File: config.mk
export PLATFORM = sky130hd
export DESIGN_NAME = pc_seq_ctrl_flat
export DESIGN_NICKNAME = d
export VERILOG_FILES = /design/src/rtl/pc_seq_ctrl_if.sv /design/src/rtl/pc_seq_ctrl.sv /design/src/flat_wrapper.sv
export SDC_FILE = /design/constraint.sdc
export NUM_CORES = 1
export LEC_CHECK = 0
export ABC_AREA = 0
export BUFFER_PORTS_ARGS = -buffer_cell sky130_fd_sc_hd__clkbuf_2
export CORE_AREA = 3 3 40 42
export DETAILED_ROUTE_END_ITERATION = 6
export DIE_AREA = 0 0 43 45
export SKIP_CTS_REPAIR_TIMING = 1
export SLEW_MARGIN = 20
export SYNTH_ARGS = -nofsm -noshare
export SYNTH_HDL_FRONTEND = slang
export SYNTH_SLANG_ARGS = --single-unit
File: constraint.sdc
create_clock -name clk -period 0.97 [get_ports clk]
set_clock_uncertainty 0.05 [all_clocks]
set_input_delay 0.097 -clock clk [delete_from_list [all_inputs] [get_ports clk]]
set_output_delay 0.097 -clock clk [all_outputs]
set_load 0.02 [all_outputs]
File: src/rtl/pc_seq_ctrl_if.sv
// Control bundle between the multicycle sequencer and the IR / memory port / PC_subsys.
// master = sequencer side, slave = datapath side.
interface pc_seq_ctrl_if;
   logic [15:0] IRw;
   logic        mem_ready;
   logic        step;
   logic        PCWrite;
   logic [1:0]  PCSource;
   logic        BEQCond;
   logic        BNECond;
   logic        IRWrite;
   logic        MemRead;
   logic        MemWrite;
   logic        StackPush;
   logic        StackPop;
   logic        halted;
   logic        illegal;
   logic [2:0]  state;

   modport master (
      input  IRw, mem_ready, step,
      output PCWrite, PCSource, BEQCond, BNECond, IRWrite, MemRead, MemWrite,
             StackPush, StackPop, halted, illegal, state
   );

   modport slave (
      output IRw, mem_ready, step,
      input  PCWrite, PCSource, BEQCond, BNECond, IRWrite, MemRead, MemWrite,
             StackPush, StackPop, halted, illegal, state
   );
endinterface

File: src/rtl/pc_seq_ctrl.sv
// Multicycle FETCH/DECODE/EXEC/MEM/HALT sequencer for the 16-bit stack processor.
// Optional single-step gating of FETCH: define PC_CTRL_STEP_EN.
module pc_seq_ctrl #(
   parameter int OPW = 4
) (
   input logic           clk,
   input logic           reset,
   pc_seq_ctrl_if.master bus
);

   typedef enum logic [2:0] {
      FETCH  = 3'd0,
      DECODE = 3'd1,
      EXEC   = 3'd2,
      MEM    = 3'd3,
      HALT   = 3'd4
   } state_t;

   localparam logic [OPW-1:0] OP_ALU   = OPW'(4'h0);
   localparam logic [OPW-1:0] OP_PUSHI = OPW'(4'h1);
   localparam logic [OPW-1:0] OP_LOAD  = OPW'(4'h2);
   localparam logic [OPW-1:0] OP_STORE = OPW'(4'h3);
   localparam logic [OPW-1:0] OP_BEQ   = OPW'(4'h4);
   localparam logic [OPW-1:0] OP_BNE   = OPW'(4'h5);
   localparam logic [OPW-1:0] OP_J     = OPW'(4'h6);
   localparam logic [OPW-1:0] OP_JR    = OPW'(4'h7);
   localparam logic [OPW-1:0] OP_HALT  = OPW'(4'hF);

   state_t         cur, nxt;
   logic [OPW-1:0] opcode;
   logic           fetch_go;
   logic           unused_ok;

   assign opcode    = bus.IRw[15 -: OPW];
   assign unused_ok = &{1'b0, bus.IRw, bus.step};

`ifdef PC_CTRL_STEP_EN
   // step_pend holds a captured step until FETCH starts; fetch_busy keeps the
   // request alive across memory wait cycles once the flag has been consumed.
   logic step_pend, fetch_busy;

   assign fetch_go = step_pend | fetch_busy;

   always_ff @(posedge clk) begin
      if (!reset) begin
         step_pend  <= 1'b0;
         fetch_busy <= 1'b0;
      end else begin
         step_pend  <= bus.step | (step_pend & (cur != FETCH));
         fetch_busy <= (cur == FETCH) & fetch_go & ~bus.mem_ready;
      end
   end
`else
   assign fetch_go = 1'b1;
`endif

   // NOTE: state registers use non-blocking (<=) so every flop samples pre-edge values.
   always_ff @(posedge clk) begin
      if (!reset) cur <= FETCH;
      else        cur <= nxt;
   end

   // NOTE: every output and nxt gets a default first, so no path can infer a latch.
   always_comb begin
      nxt           = cur;
      bus.PCWrite   = 1'b0;
      bus.PCSource  = 2'b00;
      bus.BEQCond   = 1'b0;
      bus.BNECond   = 1'b0;
      bus.IRWrite   = 1'b0;
      bus.MemRead   = 1'b0;
      bus.MemWrite  = 1'b0;
      bus.StackPush = 1'b0;
      bus.StackPop  = 1'b0;
      bus.halted    = 1'b0;
      bus.illegal   = 1'b0;
      bus.state     = reset ? cur : FETCH;

      // While reset is held every strobe stays low, dropping any pending request.
      if (reset) begin
         case (cur)
            FETCH: begin
               if (fetch_go) begin
                  bus.MemRead = 1'b1;
                  if (bus.mem_ready) begin
                     bus.IRWrite = 1'b1;
                     bus.PCWrite = 1'b1;
                     nxt         = DECODE;
                  end
               end
            end
            DECODE: begin
               case (opcode)
                  OP_ALU, OP_PUSHI, OP_BEQ, OP_BNE, OP_J, OP_JR: nxt = EXEC;
                  OP_LOAD, OP_STORE:                             nxt = MEM;
                  OP_HALT:                                       nxt = HALT;
                  default: begin
                     bus.illegal = 1'b1;
                     nxt         = FETCH;
                  end
               endcase
            end
            EXEC: begin
               nxt = FETCH;
               case (opcode)
                  OP_ALU: begin
                     bus.StackPop  = 1'b1;
                     bus.StackPush = 1'b1;
                  end
                  OP_PUSHI: bus.StackPush = 1'b1;
                  OP_BEQ: begin
                     bus.PCSource = 2'b01;
                     bus.BEQCond  = 1'b1;
                  end
                  OP_BNE: begin
                     bus.PCSource = 2'b01;
                     bus.BNECond  = 1'b1;
                  end
                  OP_J: begin
                     bus.PCSource = 2'b01;
                     bus.PCWrite  = 1'b1;
                  end
                  OP_JR: begin
                     bus.PCSource = 2'b10;
                     bus.PCWrite  = 1'b1;
                     bus.StackPop = 1'b1;
                  end
                  default: ;
               endcase
            end
            MEM: begin
               case (opcode)
                  OP_LOAD: begin
                     bus.MemRead   = 1'b1;
                     bus.StackPush = bus.mem_ready;
                     if (bus.mem_ready) nxt = FETCH;
                  end
                  OP_STORE: begin
                     bus.MemWrite = 1'b1;
                     bus.StackPop = bus.mem_ready;
                     if (bus.mem_ready) nxt = FETCH;
                  end
                  default: nxt = FETCH;
               endcase
            end
            HALT:    bus.halted = 1'b1;
            default: nxt = FETCH;
         endcase
      end
   end

endmodule

File: src/flat_wrapper.sv
// flat-port wrapper written by rule: the top's interface ports become plain ports
module pc_seq_ctrl_flat 
#(
   parameter int OPW = 4
)
  (clk, reset, bus_IRw, bus_mem_ready, bus_step, bus_PCWrite, bus_PCSource, bus_BEQCond, bus_BNECond, bus_IRWrite, bus_MemRead, bus_MemWrite, bus_StackPush, bus_StackPop, bus_halted, bus_illegal, bus_state);
  pc_seq_ctrl_if bus_i ();
  input logic clk;
  input logic reset;
  input wire logic [$bits(bus_i.IRw)-1:0] bus_IRw;
  input wire logic [$bits(bus_i.mem_ready)-1:0] bus_mem_ready;
  input wire logic [$bits(bus_i.step)-1:0] bus_step;
  output wire logic [$bits(bus_i.PCWrite)-1:0] bus_PCWrite;
  output wire logic [$bits(bus_i.PCSource)-1:0] bus_PCSource;
  output wire logic [$bits(bus_i.BEQCond)-1:0] bus_BEQCond;
  output wire logic [$bits(bus_i.BNECond)-1:0] bus_BNECond;
  output wire logic [$bits(bus_i.IRWrite)-1:0] bus_IRWrite;
  output wire logic [$bits(bus_i.MemRead)-1:0] bus_MemRead;
  output wire logic [$bits(bus_i.MemWrite)-1:0] bus_MemWrite;
  output wire logic [$bits(bus_i.StackPush)-1:0] bus_StackPush;
  output wire logic [$bits(bus_i.StackPop)-1:0] bus_StackPop;
  output wire logic [$bits(bus_i.halted)-1:0] bus_halted;
  output wire logic [$bits(bus_i.illegal)-1:0] bus_illegal;
  output wire logic [$bits(bus_i.state)-1:0] bus_state;
  assign bus_i.IRw = bus_IRw;
  assign bus_i.mem_ready = bus_mem_ready;
  assign bus_i.step = bus_step;
  assign bus_PCWrite = bus_i.PCWrite;
  assign bus_PCSource = bus_i.PCSource;
  assign bus_BEQCond = bus_i.BEQCond;
  assign bus_BNECond = bus_i.BNECond;
  assign bus_IRWrite = bus_i.IRWrite;
  assign bus_MemRead = bus_i.MemRead;
  assign bus_MemWrite = bus_i.MemWrite;
  assign bus_StackPush = bus_i.StackPush;
  assign bus_StackPop = bus_i.StackPop;
  assign bus_halted = bus_i.halted;
  assign bus_illegal = bus_i.illegal;
  assign bus_state = bus_i.state;
  pc_seq_ctrl #(.OPW(OPW)) u_core (.clk(clk), .reset(reset), .bus(bus_i));
endmodule
* Word-level counts from Yosys, hierarchy flattened
Index checks and enable logic that the tools add are counted.
W data, S select, Z words.
** Word-level totals
- Memory bits (writable) :: 0
- Register bits after elaboration :: 3
- Input bits :: 20
- Output and inout port bits :: 15
- Memories :: 0
- Memory bits (read-only) :: 0
- Latch bits :: 0
- Logic and storage cells :: 66
** Operators by class
- Divide/modulo/power cells :: 0
- Magnitude comparators :: 0
- Equality and inequality tests :: 14
- Shifts and indexed selects :: 0
- Bitwise logic cells :: 1
- Multiply operators :: 0
- Add/subtract/negate cells :: 0
- Muxes and demuxes :: 40
- Reductions and logical operators :: 10
** Operators with widths (number)
- $mux W1 :: 27
- $eq A4 B3 Y1 const B :: 4
- $mux W3 :: 4
- $pmux W3 S4 :: 1
- $pmux W3 S3 :: 1
- $reduce_or A9 Y1 :: 1
- $eq A4 B2 Y1 const B :: 2
- $pmux W1 S2 :: 4
- $reduce_or A2 Y1 :: 4
- $eq A3 B2 Y1 const B :: 2
- $reduce_or A6 Y1 :: 1
- $eq A4 B1 Y1 const B :: 1
- $eq A4 B4 Y1 const B :: 1
- $logic_not A4 Y1 :: 1
- $mux W2 :: 2
- $pmux W2 S2 :: 1
- $eq A3 B1 Y1 const B :: 1
- $eq A3 B3 Y1 const B :: 1
- $logic_not A3 Y1 :: 1
- $ne A3 B3 Y1 const B :: 1
- $reduce_and A3 Y1 :: 1
- $reduce_or A3 Y1 :: 1
- $ne A2 B2 Y1 const B :: 1
- $not A1 Y1 :: 1

* Logic depth before layout (Yosys ltp)
Gate-level depths: netlist (run 1).
- Word-level depth :: 5
- Depth in mapped cells :: 4
- Mapped depth without buffers :: 3

* Worst setup path before layout (run 1)
No wires, ideal clock.
- Kind :: register to output
- Start point :: register u_core.cur[2]
- End point :: output bus_illegal
- Required time :: 0.823 ns
- Slack :: -0.601 ns
- Stages on the path, launching flop included :: 5
- Arrival :: 1.424 ns
- Path buffers :: 1
- Cell sequence :: dfxtp_1 and2b_1 buf_4 nand2_1 nor4b_1
** On the way
- Cells in the longest elaborated chain, start to end :: 3
** RTL lines
- start, declared :: RTL line pc_seq_ctrl.sv:29 : state_t cur, nxt;
- start signal, assigned :: RTL line pc_seq_ctrl.sv:60 : else cur <= nxt;
- $eq A3 B1 Y1 :: RTL line pc_seq_ctrl.sv:81 : case (cur)
- $mux W1 :: RTL line pc_seq_ctrl.sv:81
- $mux W1 :: RTL line pc_seq_ctrl.sv:80 : if (reset) begin
- end, declared :: RTL line flat_wrapper.sv:23 : output wire logic [$bits(bus_i.illegal)-1:0] bus_illegal;
Every way passes these cells.

* Worst setup path in the final report (run 1)
- Start point :: register u_core.cur[1]
- End point :: output bus_StackPop
** On the way
- Cells in the longest elaborated chain, start to end :: 3
- Elaborated cells on any way between the ends :: 4
- Those cells by class :: eq/ne (2); mux (2)
** RTL lines
- $eq A3 B2 Y1 :: RTL line pc_seq_ctrl.sv:81
- $pmux W1 S2 * :: RTL line pc_seq_ctrl.sv:81
- $mux W1 * :: RTL line pc_seq_ctrl.sv:80
- end, declared :: RTL line flat_wrapper.sv:21 : output wire logic [$bits(bus_i.StackPop)-1:0] bus_StackPop;
Every way passes the cells marked *; elsewhere a longest branch is shown, timed or not.

==> reports/summary.txt, run 1 <==
outcome - finished, violations left
failing checks - setup timing
Largest Register - u_core.cur
row cnt - 13
Hold Startpoint - bus_IRw[15]
CP max-delay cell - dfxtp_4
clock insertion delay at the later pin of the skew report - 0.25 ns
Avg Cell Area, Syn - 7.16 um2
pwr dens - 775 mW/mm2
GRT overflow - 0
gp weighted congestion - 0.694
chip width - 43 um
maximum vdd ir drop - 0.617 mV
cells after synthesis - 47
Worst R2R Path Depth - 3
CP Class - flip-flop to output port
P_leak - 0.399 nW
pre-CTS setup slack - -0.448 ns
endpoints failing setup - 17
max reg flops - 3
vias - 527
Yosys cell types - 26
Die ar. - 0.00194 mm2
Clock Sinks - 3
vias in the first global route - 436
share of post-route cells with drive strength above 1 - 77.8%
n_diodes - 0
CTS Buf Count - 3
Starting Density - 26.2%
post-synthesis sequential area ratio - 17.8%
root buffer selected by CTS - clkbuf_4
Final Non-Filler Cells - 105
drt drc - 0
Worst Setup End Kind - output port
Die Y - 45 um
routed vias/inst - 5.02
commonest cells after routing, fill and taps aside - 21 x buf_4, 15 x buf_6, 6 x clkbuf_2
nets - 111
CTS H-tree lvls - 1
Routed WL - 1510 um
core area - 0.00128 mm2
Buffers on Ports - 21
area grow syn2layout - 164%
Final ANT Viol Nets - 0
Crit Path Max Fanout - 4
RSZ-0062 raised after global routing - true
Yosys warning count - 0
Critical Path Sink - bus_StackPop
largest net degree at the start of global routing - 10
Crit path arrival time - 1.44 ns
r2r startpoint - u_core.cur[2]
Hold Path Class - input pin to flip-flop
minimum clock period - 1.58 ns
Max clock buf depth - 2
setup TNS - -6.83 ns
DR pass1 iterations - 4
Synthesized Nets - 67
Reg2Reg Setup Slack - -0.03 ns
Startpoint Class - flip-flop
Starting DRT DRC Count - 7
Crit Reg-Reg Endpoint - u_core.cur[1]
hold path cells - 3
IO Pins - 35
Worst-Margin Slew - 0.301 ns
TritonCTS clock tree - done
placed instance count - 96
Max transition margin - 79.7%
mapped cell area - 337 um2
Max Cap Viol - 0
fmax - 632 MHz
Hold Fails Final Rpt - 0
Final WS setup - -0.613 ns
initial antenna violation count - 0
Slowest Stage Delay on Critical Path - 0.34 ns
biggest regs - u_core.cur x3
crit path from - u_core.cur[1]
global-route wire length before repair - 1910 um
WP data required - 0.82 ns
crit-path cells - nor3b_4 -> nand4_1 -> a31oi_4 -> buf_6
Final HPWL DP - 967 um
GRT Total Usage - 13.9%
Yosys reg bits - 3
Final Max Tran Viols - 0
most common cell after layout, fill and taps aside - buf_4
Reg clk slew, reported paths - 0.04 ns
routed len/inst - 14.4 um
Tcrit/Tclk final - 163%
-- power by group --
part / total [mW] / internal, mW / switching [mW]
Sequential: 0.135 / 0.129 / 0.00632
Clock: 0.246 / 0.156 / 0.0903
Combinational: 0.307 / 0.158 / 0.149
Total: 0.689 / 0.443 / 0.246
-- through the flow --
step / area, um2 / utilization [%] / power, mW / hold slack, ns
CTS: 709 / 55.2 / 0.595 / 0.145
global route: 888 / 69.1 / 0.725 / 0.156
global placement: 683 / 53.2 / 0.355 / 0.401
floorplan: 467 / - / 0.263 / 0.114
detailed placement: 683 / 53.2 / 0.356 / 0.398
finish: 888 / 69.1 / 0.689 / 0.138
-- cells in the mapped netlist --
cell type  count  area [um2]
a21oi_1        3        15.0
nor2b_1        1        6.26
nand3_1        2        10.0
nand2b_1       3        18.8
and2b_1        1        7.51
nand4_1        2        12.5
nor3b_1        1        7.51
and4bb_2       1        12.5
nand2_1        1        3.75
o22ai_1        1        6.26
o21bai_1       1        7.51
and3_1         3        18.8
buf_2          2        10.0
a31oi_1        2        12.5
nor4b_1        1        8.76
buf_4          1        7.51
inv_1          3        11.3
dfxtp_1        3        60.1
nor3_1         3        15.0
a41oi_1        1        8.76
o21ai_0        1        5.00
and2_1         4        25.0
nor2_1         3        11.3
nor3b_4        1        18.8
o21a_1         1        7.51
nand4b_1       1        8.76
-- worst min-delay path by stage --
stage                          to  slack (ns)
CTS                 u_core.cur[1]        0.15
floorplan           u_core.cur[1]        0.11
detailed placement  u_core.cur[1]        0.40
finish              u_core.cur[1]        0.14
global route        u_core.cur[1]        0.16
global placement    u_core.cur[1]        0.40
-- critical path, delay by kind of cell (launching register included) --
kind	cells	cell delay, ns
AO/OA/AOI/OAI	1	0.24
buffers and inverters	1	0.14
flip-flops	1	0.34
AND/OR/NAND/NOR	2	0.47
-- per-layer routing --
| metal | track usage, % | wire length [um] | share of wire (%) | vias to the layer above |
|---|---|---|---|---|
| li1 | - | - | - | 262 |
| met1 | 16.4 | 607 | 40 | 250 |
| met2 | 20.4 | 775 | 51 | 11 |
| met3 | 7.57 | 73 | 4.8 | 4 |
| met4 | 7.23 | 57 | 3.8 | 0 |
| met5 | 0 | 0 | 0 | - |
-- area by class of cell --
type	count	area, um2
clock buffers	4	26.3
fillers	97	397
inverters	3	11.3
multi-input cells	38	410
flip-flops and latches	3	65.1
well taps	15	18.8
repair buffers	42	357
-- cells by family (layout without fill, tap and decap cells) --
group / Yosys count / in the layout / share of synthesized area, %
flip-flops: 3 / 3 / 17.8
AO/OA/AOI/OAI: 10 / 10 / 18.6
buffers and inverters: 6 / 49 / 8.55
AND/OR/NAND/NOR: 28 / 28 / 55.0
No activity file was read; power rests on OpenSTA's default activity.
==> inputs of run 2 (changes only) <==
- CTS_BUF_LIST: unset -> sky130_fd_sc_hd__clkbuf_4 sky130_fd_sc_hd__clkbuf_8
- RECOVER_POWER: unset -> 50
==> reports/summary.txt, run 2 (synthesized netlist as in run 1, its figures left out) <==
Final HPWL DP - 967 um (unchanged)
Int Pwr - 464 uW (+4.7%)
Reg clk slew, reported paths - 0.04 ns (about the same)
GRT Total Usage - 13.7% (-0.25 points)
setup TNS - -6.71 ns (+0.126 ns)
failing checks - setup timing
routed vias/inst - 4.90 (-2.5%)
Worst Setup End Kind - output port
Max Cap Viol - 0 (unchanged)
pwr dens - 799 mW/mm2 (+3.1%)
Comb power frac - 42.1% (-2.5 points)
Max transition margin - 78.2% (-1.4 points)
DR WL met2 - 694 um (-10%)
most common cell after layout, fill and taps aside - buf_4
CTS H-tree lvls - 1 (unchanged)
largest net degree at the start of global routing - 10 (unchanged)
area grow syn2layout - 161%
Startpoint Class - flip-flop
biggest regs - u_core.cur x3
Hold Fails Final Rpt - 0 (unchanged)
routed len/inst - 14.0 um (-2.9%)
drt drc - 0 (unchanged)
fmax - 633 MHz (+0.18%)
core area - 0.00128 mm2 (unchanged)
met3 WL - 73 um (unchanged)
global-route wire length before repair - 1930 um (+0.73%)
Routed met1 length - 653 um (+7.6%)
P_leak - 0.399 nW (about the same)
max reg flops - 3 (unchanged)
Hold Path Class - input pin to flip-flop
n_diodes - 0 (unchanged)
Buf/Inv on CP - 1 (unchanged)
CP top delay family - simple AND/OR/NAND/NOR gates
Clock Sinks - 3 (unchanged)
initial antenna violation count - 0 (unchanged)
Die Y - 45 um (unchanged)
nets - 111 (unchanged)
Net Sw Power - 239 uW (-2.6%)
row cnt - 13 (unchanged)
CP Class - flip-flop to output port
root buffer selected by CTS - clkbuf_4
Final Util - 68.5% (-0.68 points)
Starting Density - 26.2% (unchanged)
Final Max Tran Viols - 0 (unchanged)
Die ar. - 0.00194 mm2 (unchanged)
CP max-delay cell - dfxtp_2
Worst-Margin Slew - 0.322 ns (+0.0214 ns)
clock insertion delay at the later pin of the skew report - 0.25 ns (about the same)
Routed WL - 1470 um (-2.9%)
chip width - 43 um (unchanged)
Final ANT Viol Nets - 0 (unchanged)
DR pass1 iterations - 3 (-1)
IO Pins - 35 (unchanged)
endpoints failing setup - 17 (unchanged)
Starting DRT DRC Count - 6 (-1)
Buffers on Ports - 21 (unchanged)
Sw Share - 34.0% (-1.6 points)
top layer in use - met4
TritonCTS clock tree - done
maximum vdd ir drop - 0.618 mV (+0.20%)
commonest cells after routing, fill and taps aside - 23 x buf_4, 13 x buf_6, 6 x clkbuf_2, 4 x clkbuf_4
outcome - finished, violations left
Final WS setup - -0.610 ns (+0.00289 ns)
crit-path cells - nor3b_4 -> nand4_1 -> a31oi_4 -> buf_6
Max clock buf depth - 2 (unchanged)
Crit Path Max Fanout - 4 (unchanged)
Crit path arrival time - 1.43 ns (about the same)
CTS Buf Count - 3 (unchanged)
share of post-route cells with drive strength above 1 - 78.9% (+1.1 points)
vias - 514 (-2.5%)
GRT overflow - 0 (unchanged)
Largest Register - u_core.cur
minimum clock period - 1.58 ns (-0.00289 ns)
RSZ-0062 raised after global routing - true
Slowest Stage Delay on Critical Path - 0.33 ns (about the same)
Clock power frac - 38.7% (+3.0 points)
WP data required - 0.82 ns (about the same)
gp weighted congestion - 0.694 (unchanged)
part of the power in registers - 19.2% (-0.5 points)
Tcrit/Tclk final - 163% (-0.30 points)
vias in the first global route - 441 (+1.1%)
## run 2: cell counts in the layout (fill, tap and decap cells not counted)
Identical to the previous run, type by type.
## run 2: per-stage QoR
stage / hold slack (ns) / total power [mW] / setup WS (ns) / instances / area [um2]
finish: 0.145 / 0.703 / -0.610 / 105 / 880
global route: 0.158 / 0.742 / -0.670 / 105 / 880
global placement: 0.401 / 0.355 / -0.434 / 96 / 683
detailed placement: 0.398 / 0.356 / -0.448 / 96 / 683
floorplan: 0.114 / 0.263 / -0.316 / 47 / 467
CTS: 0.145 / 0.628 / -0.705 / 100 / 713
## run 2: final cells by class
cell class / instances / area (um2)
Tap cell: 15 / 18.8
Timing Repair Buffer: 42 / 349
Clock buffer: 4 / 30.0
Sequential cell: 3 / 65.1
Inverter: 3 / 11.3
Fill cell: 97 / 405
Multi-Input combinational cell: 38 / 405
## run 2: worst reg2reg max path, cell delays in order (launching register included)
cell and delay [ns]:
dfxtp_1 0.30, and2b_4 0.30, nand2_2 0.12, nor3_2 0.16
## run 2: per-layer routing
| layer | up-vias | track usage [%] |
|---|---|---|
| li1 | 260 | - |
| met1 | 239 | 16.9 |
| met2 | 11 | 20.7 |
| met3 | 4 | 5.18 |
| met4 | 0 | 7.23 |
| met5 | - | 0 |
## run 2: path summary, 6_finish.rpt
kind / startpoint / to / slack (ns) / cells past startpoint
max reg2reg: u_core.cur[2] / u_core.cur[1] / -0.03 / 3
max: u_core.cur[0] / bus_StackPop / -0.61 / 4
min: bus_IRw[15] / u_core.cur[1] / 0.15 / 3
min reg2reg: u_core.cur[2] / u_core.cur[2] / 0.55 / 3
## run 2: power by group through the flow
stage	registers [mW]	logic [mW]	clock network, mW
after detailed placement	0.135	0.220	0
final	0.135	0.296	0.272
after global routing	0.136	0.314	0.292
after floorplan	0.135	0.129	0
after global placement	0.135	0.220	0
after CTS	0.134	0.221	0.273
